===== src/rtl/pipe_io_responder_pkg.sv =====
// Shared definitions for the pipeline IO responder: widths, register map,
// control layout, segment glyph table and the address decoder.
package pipe_io_responder_pkg;

  localparam int unsigned ADDR_W           = 8;
  localparam int unsigned DATA_W           = 32;
  localparam int unsigned SW_W             = 6;
  localparam int unsigned NUM_DIGITS       = 8;
  localparam int unsigned DEBOUNCE_DEFAULT = 16;

  localparam logic [ADDR_W-1:0] BASE_DEFAULT = 8'h80;

  localparam logic [ADDR_W-1:0] OFF_HEXVAL = 8'h00;
  localparam logic [ADDR_W-1:0] OFF_IN0    = 8'h04;
  localparam logic [ADDR_W-1:0] OFF_IN1    = 8'h08;
  localparam logic [ADDR_W-1:0] OFF_STATUS = 8'h0C;
  localparam logic [ADDR_W-1:0] OFF_CTRL   = 8'h10;
  localparam logic [ADDR_W-1:0] REG_SPAN   = 8'h14;

  typedef struct packed {
    logic [1:0] irq_en;
    logic [7:0] blank;
  } ctrl_t;

  localparam int unsigned CTRL_W = $bits(ctrl_t);

  typedef enum logic [2:0] {
    SEL_NONE,
    SEL_HEXVAL,
    SEL_IN0,
    SEL_IN1,
    SEL_STATUS,
    SEL_CTRL
  } reg_sel_e;

  // Active-low gfedcba glyphs, entry 15 (F) first.
  localparam logic [15:0][6:0] SEG_GLYPH = {
    7'h0E, 7'h06, 7'h21, 7'h46, 7'h03, 7'h08, 7'h10, 7'h00,
    7'h78, 7'h02, 7'h12, 7'h19, 7'h30, 7'h24, 7'h79, 7'h40
  };
  localparam logic [6:0] SEG_BLANK = 7'h7F;

  // Maps a byte address to a register; the borrow bit rejects addresses below base.
  function automatic reg_sel_e decode_sel(input logic [ADDR_W-1:0] addr,
                                          input logic [ADDR_W-1:0] base);
    logic [ADDR_W:0] off;
    off        = {1'b0, addr} - {1'b0, base};
    decode_sel = SEL_NONE;
    if (!off[ADDR_W] && (off[ADDR_W-1:0] < REG_SPAN)) begin
      case ({off[ADDR_W-1:2], 2'b00})
        OFF_HEXVAL: decode_sel = SEL_HEXVAL;
        OFF_IN0:    decode_sel = SEL_IN0;
        OFF_IN1:    decode_sel = SEL_IN1;
        OFF_STATUS: decode_sel = SEL_STATUS;
        OFF_CTRL:   decode_sel = SEL_CTRL;
        default:    decode_sel = SEL_NONE;
      endcase
    end
  endfunction

endpackage


===== src/rtl/pipe_io_responder_if.sv =====
// Memory-stage bus between the pipeline and the IO responder.
interface pipe_io_responder_if;
  import pipe_io_responder_pkg::*;

  logic              req;
  logic              we;
  logic [ADDR_W-1:0] addr;
  logic [DATA_W-1:0] wdata;
  logic [DATA_W-1:0] rdata;
  logic              ack;

  modport master (output req, we, addr, wdata, input rdata, ack);
  modport slave  (input req, we, addr, wdata, output rdata, ack);
endinterface


===== src/rtl/hex_to_seg.sv =====
// Nibble to active-low seven-segment glyph decoder.
module hex_to_seg
  import pipe_io_responder_pkg::*;
(
  input  logic [3:0] nib_i,
  output logic [6:0] seg_o
);
  assign seg_o = SEG_GLYPH[nib_i];
endmodule


===== src/rtl/pipe_io_responder_debounce.sv =====
// One switch port: two-flop synchronizer, stability counter and committed value.
// chg_set_c pulses on the commit edge when the committed value changes.
module pipe_io_responder_debounce
  import pipe_io_responder_pkg::*;
#(
  parameter int unsigned DEBOUNCE = DEBOUNCE_DEFAULT,
  parameter int unsigned W        = SW_W
) (
  input  logic         clock_i,
  input  logic         reset_i,
  input  logic [W-1:0] sw_i,
  output logic [W-1:0] val_o,
  output logic         chg_set_c
);
  localparam int unsigned       CNT_W   = (DEBOUNCE > 1) ? $clog2(DEBOUNCE) : 1;
  localparam logic [CNT_W-1:0]  CNT_MAX = CNT_W'(DEBOUNCE - 1);

  logic [W-1:0]     sync1_q, sync1_d;
  logic [W-1:0]     sync2_q, sync2_d;
  logic [W-1:0]     cand_q, cand_d;
  logic [W-1:0]     val_q, val_d;
  logic [CNT_W-1:0] cnt_q, cnt_d;
  logic             commit;

  // Counter saturates at CNT_MAX so a stable input keeps re-committing harmlessly.
  always_comb begin
    sync1_d   = sw_i;
    sync2_d   = sync1_q;
    cand_d    = cand_q;
    cnt_d     = cnt_q;
    val_d     = val_q;
    commit    = 1'b0;
    if (sync2_q != cand_q) begin
      cand_d = sync2_q;
      cnt_d  = '0;
    end else if (cnt_q == CNT_MAX) begin
      commit = 1'b1;
    end else begin
      cnt_d = cnt_q + CNT_W'(1);
    end
    if (commit) begin
      val_d = cand_q;
    end
    chg_set_c = commit && (cand_q != val_q);
  end

  always_ff @(posedge clock_i) begin
    if (reset_i) begin
      sync1_q <= '0;
      sync2_q <= '0;
      cand_q  <= '0;
      cnt_q   <= '0;
      val_q   <= '0;
    end else begin
      sync1_q <= sync1_d;
      sync2_q <= sync2_d;
      cand_q  <= cand_d;
      cnt_q   <= cnt_d;
      val_q   <= val_d;
    end
  end

  assign val_o = val_q;
endmodule


===== src/rtl/pipe_io_responder.sv =====
// Memory-mapped IO responder: hex display value, debounced switch ports,
// change status with interrupt, single-cycle acknowledged register access.
module pipe_io_responder
  import pipe_io_responder_pkg::*;
#(
  parameter int unsigned       DEBOUNCE = DEBOUNCE_DEFAULT,
  parameter logic [ADDR_W-1:0] BASE     = BASE_DEFAULT
) (
  input  logic                 clock_i,
  input  logic                 reset_i,
  pipe_io_responder_if.slave   bus_if,
  input  logic [SW_W-1:0]      sw0_i,
  input  logic [SW_W-1:0]      sw1_i,
  output logic [6:0]           hex0_o,
  output logic [6:0]           hex1_o,
  output logic [6:0]           hex2_o,
  output logic [6:0]           hex3_o,
  output logic [6:0]           hex4_o,
  output logic [6:0]           hex5_o,
  output logic [6:0]           hex6_o,
  output logic [6:0]           hex7_o,
  output logic                 irq_o
);

  logic [DATA_W-1:0] hexval_q, hexval_d;
  ctrl_t             ctrl_q, ctrl_d;
  logic [1:0]        status_q, status_d;
  logic              ack_q, ack_d;
  logic [DATA_W-1:0] rdata_q, rdata_d;
  logic              irq_q, irq_d;
  logic [6:0]        hex_q [NUM_DIGITS];

  logic [SW_W-1:0]   in0, in1;
  logic [1:0]        chg_set;
  reg_sel_e          sel;
  logic              wr_en, rd_en;
  logic [DATA_W-1:0] rd_word;
  logic [1:0]        status_clr;

  pipe_io_responder_debounce #(.DEBOUNCE(DEBOUNCE), .W(SW_W)) u_deb0 (
    .clock_i   (clock_i),
    .reset_i   (reset_i),
    .sw_i      (sw0_i),
    .val_o     (in0),
    .chg_set_c (chg_set[0])
  );

  pipe_io_responder_debounce #(.DEBOUNCE(DEBOUNCE), .W(SW_W)) u_deb1 (
    .clock_i   (clock_i),
    .reset_i   (reset_i),
    .sw_i      (sw1_i),
    .val_o     (in1),
    .chg_set_c (chg_set[1])
  );

  // Address decode and read mux from current register contents.
  always_comb begin
    sel   = decode_sel(bus_if.addr, BASE);
    wr_en = bus_if.req & bus_if.we;
    rd_en = bus_if.req & ~bus_if.we;
    case (sel)
      SEL_HEXVAL: rd_word = hexval_q;
      SEL_IN0:    rd_word = DATA_W'(in0);
      SEL_IN1:    rd_word = DATA_W'(in1);
      SEL_STATUS: rd_word = DATA_W'(status_q);
      SEL_CTRL:   rd_word = DATA_W'(ctrl_q);
      default:    rd_word = '0;
    endcase
  end

  // Next state; a switch change event in the same cycle beats a STATUS clear.
  always_comb begin
    hexval_d   = hexval_q;
    ctrl_d     = ctrl_q;
    status_clr = '0;
    if (wr_en) begin
      case (sel)
        SEL_HEXVAL: hexval_d   = bus_if.wdata;
        SEL_CTRL:   ctrl_d     = ctrl_t'(bus_if.wdata[CTRL_W-1:0]);
        SEL_STATUS: status_clr = bus_if.wdata[1:0];
        default:    ;
      endcase
    end
    status_d = (status_q & ~status_clr) | chg_set;
    irq_d    = |(status_q & ctrl_q.irq_en);
    ack_d    = bus_if.req;
    rdata_d  = rd_en ? rd_word : '0;
  end

  always_ff @(posedge clock_i) begin
    if (reset_i) begin
      hexval_q <= '0;
      ctrl_q   <= '0;
      status_q <= '0;
      ack_q    <= 1'b0;
      rdata_q  <= '0;
      irq_q    <= 1'b0;
    end else begin
      hexval_q <= hexval_d;
      ctrl_q   <= ctrl_d;
      status_q <= status_d;
      ack_q    <= ack_d;
      rdata_q  <= rdata_d;
      irq_q    <= irq_d;
    end
  end

  // Digits are registered from next-state values so they track writes on the ack edge.
  for (genvar n = 0; n < int'(NUM_DIGITS); n++) begin : g_digit
    logic [6:0] glyph;

    hex_to_seg u_dec (
      .nib_i (hexval_d[4*n +: 4]),
      .seg_o (glyph)
    );

    always_ff @(posedge clock_i) begin
      if (reset_i) begin
        hex_q[n] <= SEG_GLYPH[0];
      end else begin
        hex_q[n] <= ctrl_d.blank[n] ? SEG_BLANK : glyph;
      end
    end
  end

  assign bus_if.ack   = ack_q;
  assign bus_if.rdata = rdata_q;
  assign irq_o        = irq_q;
  assign hex0_o       = hex_q[0];
  assign hex1_o       = hex_q[1];
  assign hex2_o       = hex_q[2];
  assign hex3_o       = hex_q[3];
  assign hex4_o       = hex_q[4];
  assign hex5_o       = hex_q[5];
  assign hex6_o       = hex_q[6];
  assign hex7_o       = hex_q[7];

endmodule


===== src/flat_wrapper.sv =====
// flat-port wrapper written by rule: the top's interface ports become plain ports
module pipe_io_responder_flat import pipe_io_responder_pkg::*;
#(
  parameter int unsigned       DEBOUNCE = DEBOUNCE_DEFAULT,
  parameter logic [ADDR_W-1:0] BASE     = BASE_DEFAULT
)
  (clock_i, reset_i, sw0_i, sw1_i, hex0_o, hex1_o, hex2_o, hex3_o, hex4_o, hex5_o, hex6_o, hex7_o, irq_o, bus_if_req, bus_if_we, bus_if_addr, bus_if_wdata, bus_if_rdata, bus_if_ack);
  pipe_io_responder_if bus_if_i ();
  input  logic clock_i;
  input  logic reset_i;
  input  logic [SW_W-1:0] sw0_i;
  input  logic [SW_W-1:0] sw1_i;
  output logic [6:0] hex0_o;
  output logic [6:0] hex1_o;
  output logic [6:0] hex2_o;
  output logic [6:0] hex3_o;
  output logic [6:0] hex4_o;
  output logic [6:0] hex5_o;
  output logic [6:0] hex6_o;
  output logic [6:0] hex7_o;
  output logic irq_o;
  input wire logic [$bits(bus_if_i.req)-1:0] bus_if_req;
  input wire logic [$bits(bus_if_i.we)-1:0] bus_if_we;
  input wire logic [$bits(bus_if_i.addr)-1:0] bus_if_addr;
  input wire logic [$bits(bus_if_i.wdata)-1:0] bus_if_wdata;
  output wire logic [$bits(bus_if_i.rdata)-1:0] bus_if_rdata;
  output wire logic [$bits(bus_if_i.ack)-1:0] bus_if_ack;
  assign bus_if_i.req = bus_if_req;
  assign bus_if_i.we = bus_if_we;
  assign bus_if_i.addr = bus_if_addr;
  assign bus_if_i.wdata = bus_if_wdata;
  assign bus_if_rdata = bus_if_i.rdata;
  assign bus_if_ack = bus_if_i.ack;
  pipe_io_responder #(.DEBOUNCE(DEBOUNCE), .BASE(BASE)) u_core (.clock_i(clock_i), .reset_i(reset_i), .bus_if(bus_if_i), .sw0_i(sw0_i), .sw1_i(sw1_i), .hex0_o(hex0_o), .hex1_o(hex1_o), .hex2_o(hex2_o), .hex3_o(hex3_o), .hex4_o(hex4_o), .hex5_o(hex5_o), .hex6_o(hex6_o), .hex7_o(hex7_o), .irq_o(irq_o));
endmodule

===== config.mk =====
export PLATFORM = sky130hd
export DESIGN_NAME = pipe_io_responder_flat
export DESIGN_NICKNAME = d
export VERILOG_FILES = /design/src/rtl/pipe_io_responder_pkg.sv /design/src/rtl/pipe_io_responder_if.sv /design/src/rtl/hex_to_seg.sv /design/src/rtl/pipe_io_responder_debounce.sv /design/src/rtl/pipe_io_responder.sv /design/src/flat_wrapper.sv
export SDC_FILE = /design/constraint.sdc
export NUM_CORES = 1
export LEC_CHECK = 0
export ABC_CLOCK_PERIOD_IN_PS = 3000
export BUFFER_PORTS_ARGS = -buffer_cell sky130_fd_sc_hd__buf_2
export CORE_MARGIN = 3
export CORE_UTILIZATION = 45
export CTS_BUF_LIST = sky130_fd_sc_hd__clkbuf_16
export DETAILED_ROUTE_END_ITERATION = 12
export PLACE_DENSITY = 0.7
export SYNTH_ARGS = -nofsm -noshare
export SYNTH_HDL_FRONTEND = slang
export SYNTH_SLANG_ARGS = --single-unit

===== constraint.sdc =====
create_clock -name clock_i -period 3 [get_ports clock_i]
set_input_delay 0.45 -clock clock_i [delete_from_list [all_inputs] [get_ports clock_i]]
set_output_delay 0.45 -clock clock_i [all_outputs]
set_load 0.005 [all_outputs]

==> results.cfg, run 1 <==
[status]
status = complete, no violations

[run]
maxCapViolCount = 0

[clock_tree]
numCtsBuffers = 17
htreeDepth = 4
cts_setup_buffers = 0
worstSkewPairLatency_ns = 0.44
cts_hold_buf = 0
clkTransAtPathRegs_ns = 0.07
root_buffer = clkbuf_16
cts_resized = 0
clock_path_buffers = 2
clock-sinks = 190
cts_tree = yes

[placement]
placed_cells = 1313
place_congestion = 0.925
dpl_cell_area_um2 = 10100
dp_hpwl_um = 15700
dpl_worst_slack_ns = 0.224
io_buffers = 143

[setup_path]
crit_type = primary input to flop
crit_path_end_kind = flop
cp_slowest_cell = mux2i_1
ff2ff_setup_slack_ns = 1.23
required_ns = 3.34
crit_chain = buf_2 -> nor4b_4 -> nand2_4 -> buf_12 -> mux2i_1 -> ha_1 -> inv_1 -> mux2_2 -> a221oi_1
critical-path-max-stage-delay_ns = 0.47
rr_startpoint = u_core.hexval_q[21]
timing.critical_path.from = bus_if_addr[4]
critPathTopFamily = multiplexers
r2r_cells = 5
cp.depth = 9
cp-start-kind = primary input
cp_data_arrival_time_ns = 2.71
cp_max_fo = 62
critPathCapture = u_core.hex_q[1][10]
rr_endpoint = u_core.hex_q[1][10]
path_buf_inv = 3

[power]
p_leak_uw = 0.00497
power_density_nw_per_um2 = 463
ir_drop_v = 0.000378

[logic_synthesis]
ys_seq_area_frac = 0.428
synth_top_cell_by_area = dfxtp_1
synth_edf_count = 0
synth.area.top_cells = dfxtp_1 (43%), ha_1 (7.3%), mux2i_1 (7.1%)
synth.distinct_cells = 68
synth.ff_latch_count = 190
synth_top_flop_cell = dfxtp_1
syn-cell-area_um2 = 8900
synthArstFlopShare = 0
synth_nets = 1028
syn_inst = 920
syn_avg_cell_area_um2 = 9.67
yosysWarnings = 0
yosysTopAreaCellShare = 0.428

[final_layout]
stdcell_count = 1346
fin_area_um2 = 10600
syn2layout_area_growth_pct = 19.5
nFillCells = 1712
nets = 1180
drive_gt1_frac = 0.241
final_common_cell = dfxtp_1
final_cell_mix = dfxtp_1 (190), buf_2 (142), nor2_1 (107), mux2i_1 (62), ha_1 (52)

[floorplan]
coreArea_um2 = 19100
die_h_um = 147
initial_utilization = 0.466
ios = 146
die_w_um = 147
dieArea_um2 = 21500
num_rows = 50

[timing]
setup_violations = 0
finalWorstPathRequiredPeriod_ns = 2.36
worst_pin_slew_ns = 0.772
slew_headroom = 0.482
rsz0062_at_grt = no
slew_violations = 0
finalCritPeriodShare = 0.788
fin_skew_ns = 0.00746
setup_slack_ns = 0.636
tns_ns = 0
finalHoldViolCount = 0
hold-worst-slack_ns = 0.213
fmax_ghz = 0.423

[hold_path]
hp-class = primary input to flop

[route]
postRouteAntennaNets = 0
post_drt_wl_per_cell_um = 16.3
via_per_inst = 5.43
wl_um = 21900
dr.pass1.iters = 6
drc_errors = 0
drt-initial-drc-count = 544
num_vias = 7303

[global_routing]
grt_pass1_wl_um = 35500
grt-ovfl-total = 0
antenna_found_initial = 2
grt_max_degree = 132
grt.total_usage = 0.203
grt_pass1_vias = 6851
[cell type report]
class,count,area (um2),share of cell area
sequential,190,3800,0.358
clock buffer,17,425,0.0400
clock inverter,15,130,0.0122
multi-input combinational,650,4790,0.451
tap,260,325,0.0306
inverter,30,113,0.0106
timing repair buffer,183,1040,0.0981
antenna,1,2.50,0.000235
[registers in the layout, summed over array words and instances (netlist names)]
name	cells
u_core.u_deb1.val_o	6
u_core.hex_q	56
u_core.bus_if.rdata	32
u_core.bus_if.ack	1
u_core.hexval_q	32
u_core.u_deb0.val_o	6
u_core.ctrl_q	10
u_core.u_deb1.sync2_q	6
u_core.u_deb1.sync1_q	6
u_core.irq_o	1
u_core.u_deb0.sync2_q	6
u_core.u_deb0.cand_q	6
u_core.u_deb1.cnt_q	4
u_core.u_deb0.sync1_q	6
u_core.status_q	2
u_core.u_deb0.cnt_q	4
u_core.u_deb1.cand_q	6
[logic make-up after synthesis]
logic type | after synthesis | synth area share
buffers and inverters | 80 | 0.0361
xor gates and xnor gates | 38 | 0.0374
AOI/OAI and AO/OA | 161 | 0.131
adders and majority gates | 52 | 0.0731
muxes | 99 | 0.119
and+or+nand+nor | 300 | 0.175
DFF | 190 | 0.428
[report_power, final]
| group | internal (uW) | switching, uW |
|---|---|---|
| Sequential | 2550 | 17.5 |
| Combinational | 99.6 | 142 |
| Clock | 1090 | 1030 |
[per-layer routing]
metal | part of all wire | GRT usage
met1 | 0.46 | 0.285
met2 | 0.45 | 0.307
met3 | 0.071 | 0.0416
met4 | 0.020 | 0.0753
met5 | 0.00032 | 0
[worst register-to-register path: cells and delay by family (launching register included)]
kind | cells | cell delay [ns]
multiplexers | 2 | 0.71
flip-flops | 1 | 0.33
adder cells (fa/ha/maj) | 1 | 0.32
AO/OA/AOI/OAI | 1 | 0.26
buffers and inverters | 1 | 0.07
[synth_stat cells (5+ instances only)]
master    count
xnor2_1      23
and2_1        8
nor2b_1      39
a211o_1       5
inv_1        27
a222oi_1      8
nor3_1       17
dfxtp_1     190
ha_1         52
o21a_1        5
a22oi_1      11
a311oi_1     10
clkbuf_1     32
a21oi_1      27
nand2b_1      5
a211oi_1      6
mux2i_1      63
nand3_1      29
nor3b_1       6
nor4_1        9
xor2_1       15
a31oi_1      13
mux2_2       31
o21ai_0      16
o22ai_1       6
and3_1       27
buf_2        11
a22o_1        5
nand2_1      29
buf_1         6
nor2_1      107
[through the flow]
| step | util | power, uW |
|---|---|---|
| floorplan | - | 2760 |
| global placement | 0.528 | 2860 |
| detailed placement | 0.528 | 2870 |
| CTS | 0.557 | 4980 |
| global route | 0.557 | 5110 |
| finish | 0.557 | 4920 |
[worst min-delay path by stage]
stage | startpoint | end | slack (ns) | depth (start not counted)
after floorplan | u_core.u_deb0.sync1_q[0] | u_core.u_deb0.sync2_q[0] | 0.41 | 1
after global placement | u_core.u_deb0.sync1_q[5] | u_core.u_deb0.sync2_q[5] | 0.42 | 1
after detailed placement | u_core.u_deb0.sync1_q[5] | u_core.u_deb0.sync2_q[5] | 0.42 | 1
after CTS | sw0_i[5] | u_core.u_deb0.sync1_q[5] | 0.20 | 2
after global routing | sw0_i[0] | u_core.u_deb0.sync1_q[0] | 0.21 | 2
final | sw0_i[5] | u_core.u_deb0.sync1_q[5] | 0.21 | 2
Note: power is estimated with default switching activity, not from simulation.
==> inputs of run 2 (changes only) <==
- ABC_AREA: unset -> 1
- ABC_CLOCK_PERIOD_IN_PS: 3000 -> 1900
- clock period: 3 -> 1.9 ns (I/O delays scaled with it)
==> run 2 against run 1 <==
Effect of this change:
- final area increased by 4.9%
- die area shrank 0.48%
- cell count increased by 29%
- sequential power is 58% higher
- wire length increased by 6.0%
- combinational power up 68%
- clock-buffer cell count stayed put
- setup slack worse by 0.40 ns
- worst hold slack got worse by 0.16 ns
- sequential share of layout area shrank 1.7 points
- critical path type unchanged
==> results.cfg, run 2 <==
[placement]
placed_cells = 1705
dp_hpwl_um = 17500
io_buffers = 143
dpl_worst_slack_ns = -0.238
place_congestion = 0.894

[logic_synthesis]
synth_top_family_by_area = simple AND/OR/NAND/NOR gates
synth.ff_latch_count = 190
yosysTopAreaCellShare = 0.430
synth.area.top_cells = dfxtp_1 (43%), nand2_1 (13%), inv_1 (7.4%)
muxShareOfSynthArea = 0
ys_seq_area_frac = 0.430
syn_avg_cell_area_um2 = 7.18
yosys-top-cells-count = nand2_1 (315), dfxtp_1 (190), inv_1 (174)
synth.distinct_cells = 37
synth-adder-area-share = 0.0735
synth-xor-area-share = 0.0119
synth_top_flop_cell = dfxtp_1
synth.most_common_cell = nand2_1
syn_inst = 1233
synth_compound_area_frac = 0.0739
syn-cell-area_um2 = 8850
synth_edf_count = 0
synthArstFlopShare = 0
yosysWarnings = 0
synth_top_cell_by_area = dfxtp_1
synthSimpleGateAreaFrac = 0.315
synth_nets = 1341

[floorplan]
die_w_um = 146
coreArea_um2 = 19000
die_h_um = 146
dieArea_um2 = 21400
initial_utilization = 0.465
num_rows = 50
ios = 146

[power]
p_leak_uw = 0.00583
power_density_nw_per_um2 = 727
ir_drop_v = 0.000530

[global_routing]
grt-ovfl-total = 0
gr-usage-met2 = 0.365
grt.total_usage = 0.216
top_usage_layer = met2
grt_max_degree = 42
antenna_found_initial = 1
use_met3 = 0.0397
grt_util_met1 = 0.282
grt_pass1_wl_um = 38200
grt_pass1_vias = 7992

[clock_tree]
cts_setup_buffers = 0
root_buffer = clkbuf_16
cts_hold_buf = 0
clock_path_buffers = 2
clkTransAtPathRegs_ns = 0.06
clock-sinks = 190
numCtsBuffers = 17
cts_tree = yes
worstSkewPairLatency_ns = 0.43
htreeDepth = 4

[timing]
finalCritPeriodShare = 0.878
rsz0062_at_grt = no
worst_pin_slew_ns = 0.770
fin_skew_ns = 0.0124
finalWorstPathRequiredPeriod_ns = 1.67
slew_violations = 0
slew_headroom = 0.481
setup_slack_ns = 0.232
setup_violations = 0
finalHoldViolCount = 0
fmax_ghz = 0.600

[final_layout]
nets = 1572
syn2layout_area_growth_pct = 26.0
drive_gt1_frac = 0.207
largest_register = u_core.hex_q
largest_register_ffs = 56
final_common_cell = nand2_1
final_util = 0.586
final_cell_mix = nand2_1 (315), dfxtp_1 (190), inv_1 (176), nor2_1 (155), buf_2 (142)
stdcell_count = 1738

[route]
postRouteAntennaNets = 0
dr.pass1.iters = 7
drc_errors = 0
via_per_inst = 4.82
wl_um = 23200
num_vias = 8373
post_drt_wl_per_cell_um = 13.4
drt-initial-drc-count = 486

[setup_path]
cp-start-kind = primary input
crit_type = primary input to flop
required_ns = 2.22
cp_data_arrival_time_ns = 1.99
cp_slowest_cell = ha_1
cpMostUsedCell = nand2_1
crit_path_end_kind = flop
ff2ff_setup_slack_ns = 0.39
crit_chain = buf_2 -> nor2_4 -> nand2_2 -> nor2_4 -> buf_4 -> nand3b_1 -> nand2_1 -> inv_1 -> ha_1 -> nand3_1 -> nand2_1 -> nand2_1 -> nand3_1 -> nand2_1 -> inv_1
critical-path-max-stage-delay_ns = 0.21
cp_max_fo = 5

[hold_path]
hp-class = primary input to flop

[status]
status = complete, no violations

[run]
maxCapViolCount = 0
## run 2: cell types whose count changed in the layout (fill, tap and decap cells not counted), sizes merged, moves of 19 or more
cell,delta
mux2i,-65
nand3,+101
inv,+145
nor2,+53
o21ai,+39
nand2,+293
xnor2,-19
buf,+62
and3,-27
mux2,-34
nor2b,-39
## run 2: report_power, final
group	internal (uW)	switching [uW]	leakage (uW)
sequential	4030	25.6	0.00154
clock	2180	1470	0.000306
combinational	156	251	0.00398
total	6370	1740	0.00583
## run 2: per-stage QoR
step                      power, uW  hold slack [ns]  instance area (um2)  TNS (ns)
after detailed placement       4550            0.395                10500     -9.92
after CTS                      8210           0.0361                11100         0
after global placement         4540            0.392                10500     -8.67
final                          8110           0.0545                11200         0
after floorplan                4350            0.388                 8860  -0.00326
after global routing           8420           0.0486                11200         0
## run 2: path summary, 6_finish.rpt
| path | from | endpoint | cells after the start |
|---|---|---|---|
| worst max-delay path | bus_if_addr[3] | u_core.hex_q[1][0] | 15 |
| worst min-delay path | sw0_i[2] | u_core.u_deb0.sync1_q[2] | 3 |
| worst max register to register | u_core.u_deb0.cnt_q[0] | u_core.u_deb0.val_o[0] | 8 |
| worst min register to register | u_core.u_deb0.sync1_q[5] | u_core.u_deb0.sync2_q[5] | 2 |
## run 2: cell type report
cell class | count | area (um2)
diodes | 1 | 2.50
clock buffers | 17 | 425
clock inverters | 15 | 179
fillers | 1838 | 7870
inverters | 178 | 668
multi-input cells | 832 | 4210
flip-flops and latches | 190 | 3800
well taps | 260 | 325
repair buffers | 245 | 1530
## run 2: critical path, delay by kind of cell
family	cells	cell delay, ns
buffers and inverters	4	0.48
and+or+nand+nor	10	1.00
adders and majority gates	1	0.21
## run 2: repair_timing
action,in CTS,in global routing
gates resized for setup,0,1
endpoints found under the setup margin,0,1
endpoints found under the hold margin,0,0
## run 2: metal layers
layer,vias up,wire (um),part of all wire
li1,4321,-,-
met4,0,436,0.019
met3,32,1130,0.049
met5,-,0,0
met2,223,10900,0.47
met1,3797,10800,0.46
## run 2: kinds of logic after synthesis
| group | count (synthesis) |
|---|---|
| compound gates | 110 |
| xor+xnor | 12 |
| fa+ha+maj | 52 |
| buf+inv | 211 |
| flops | 190 |
| simple gates | 658 |
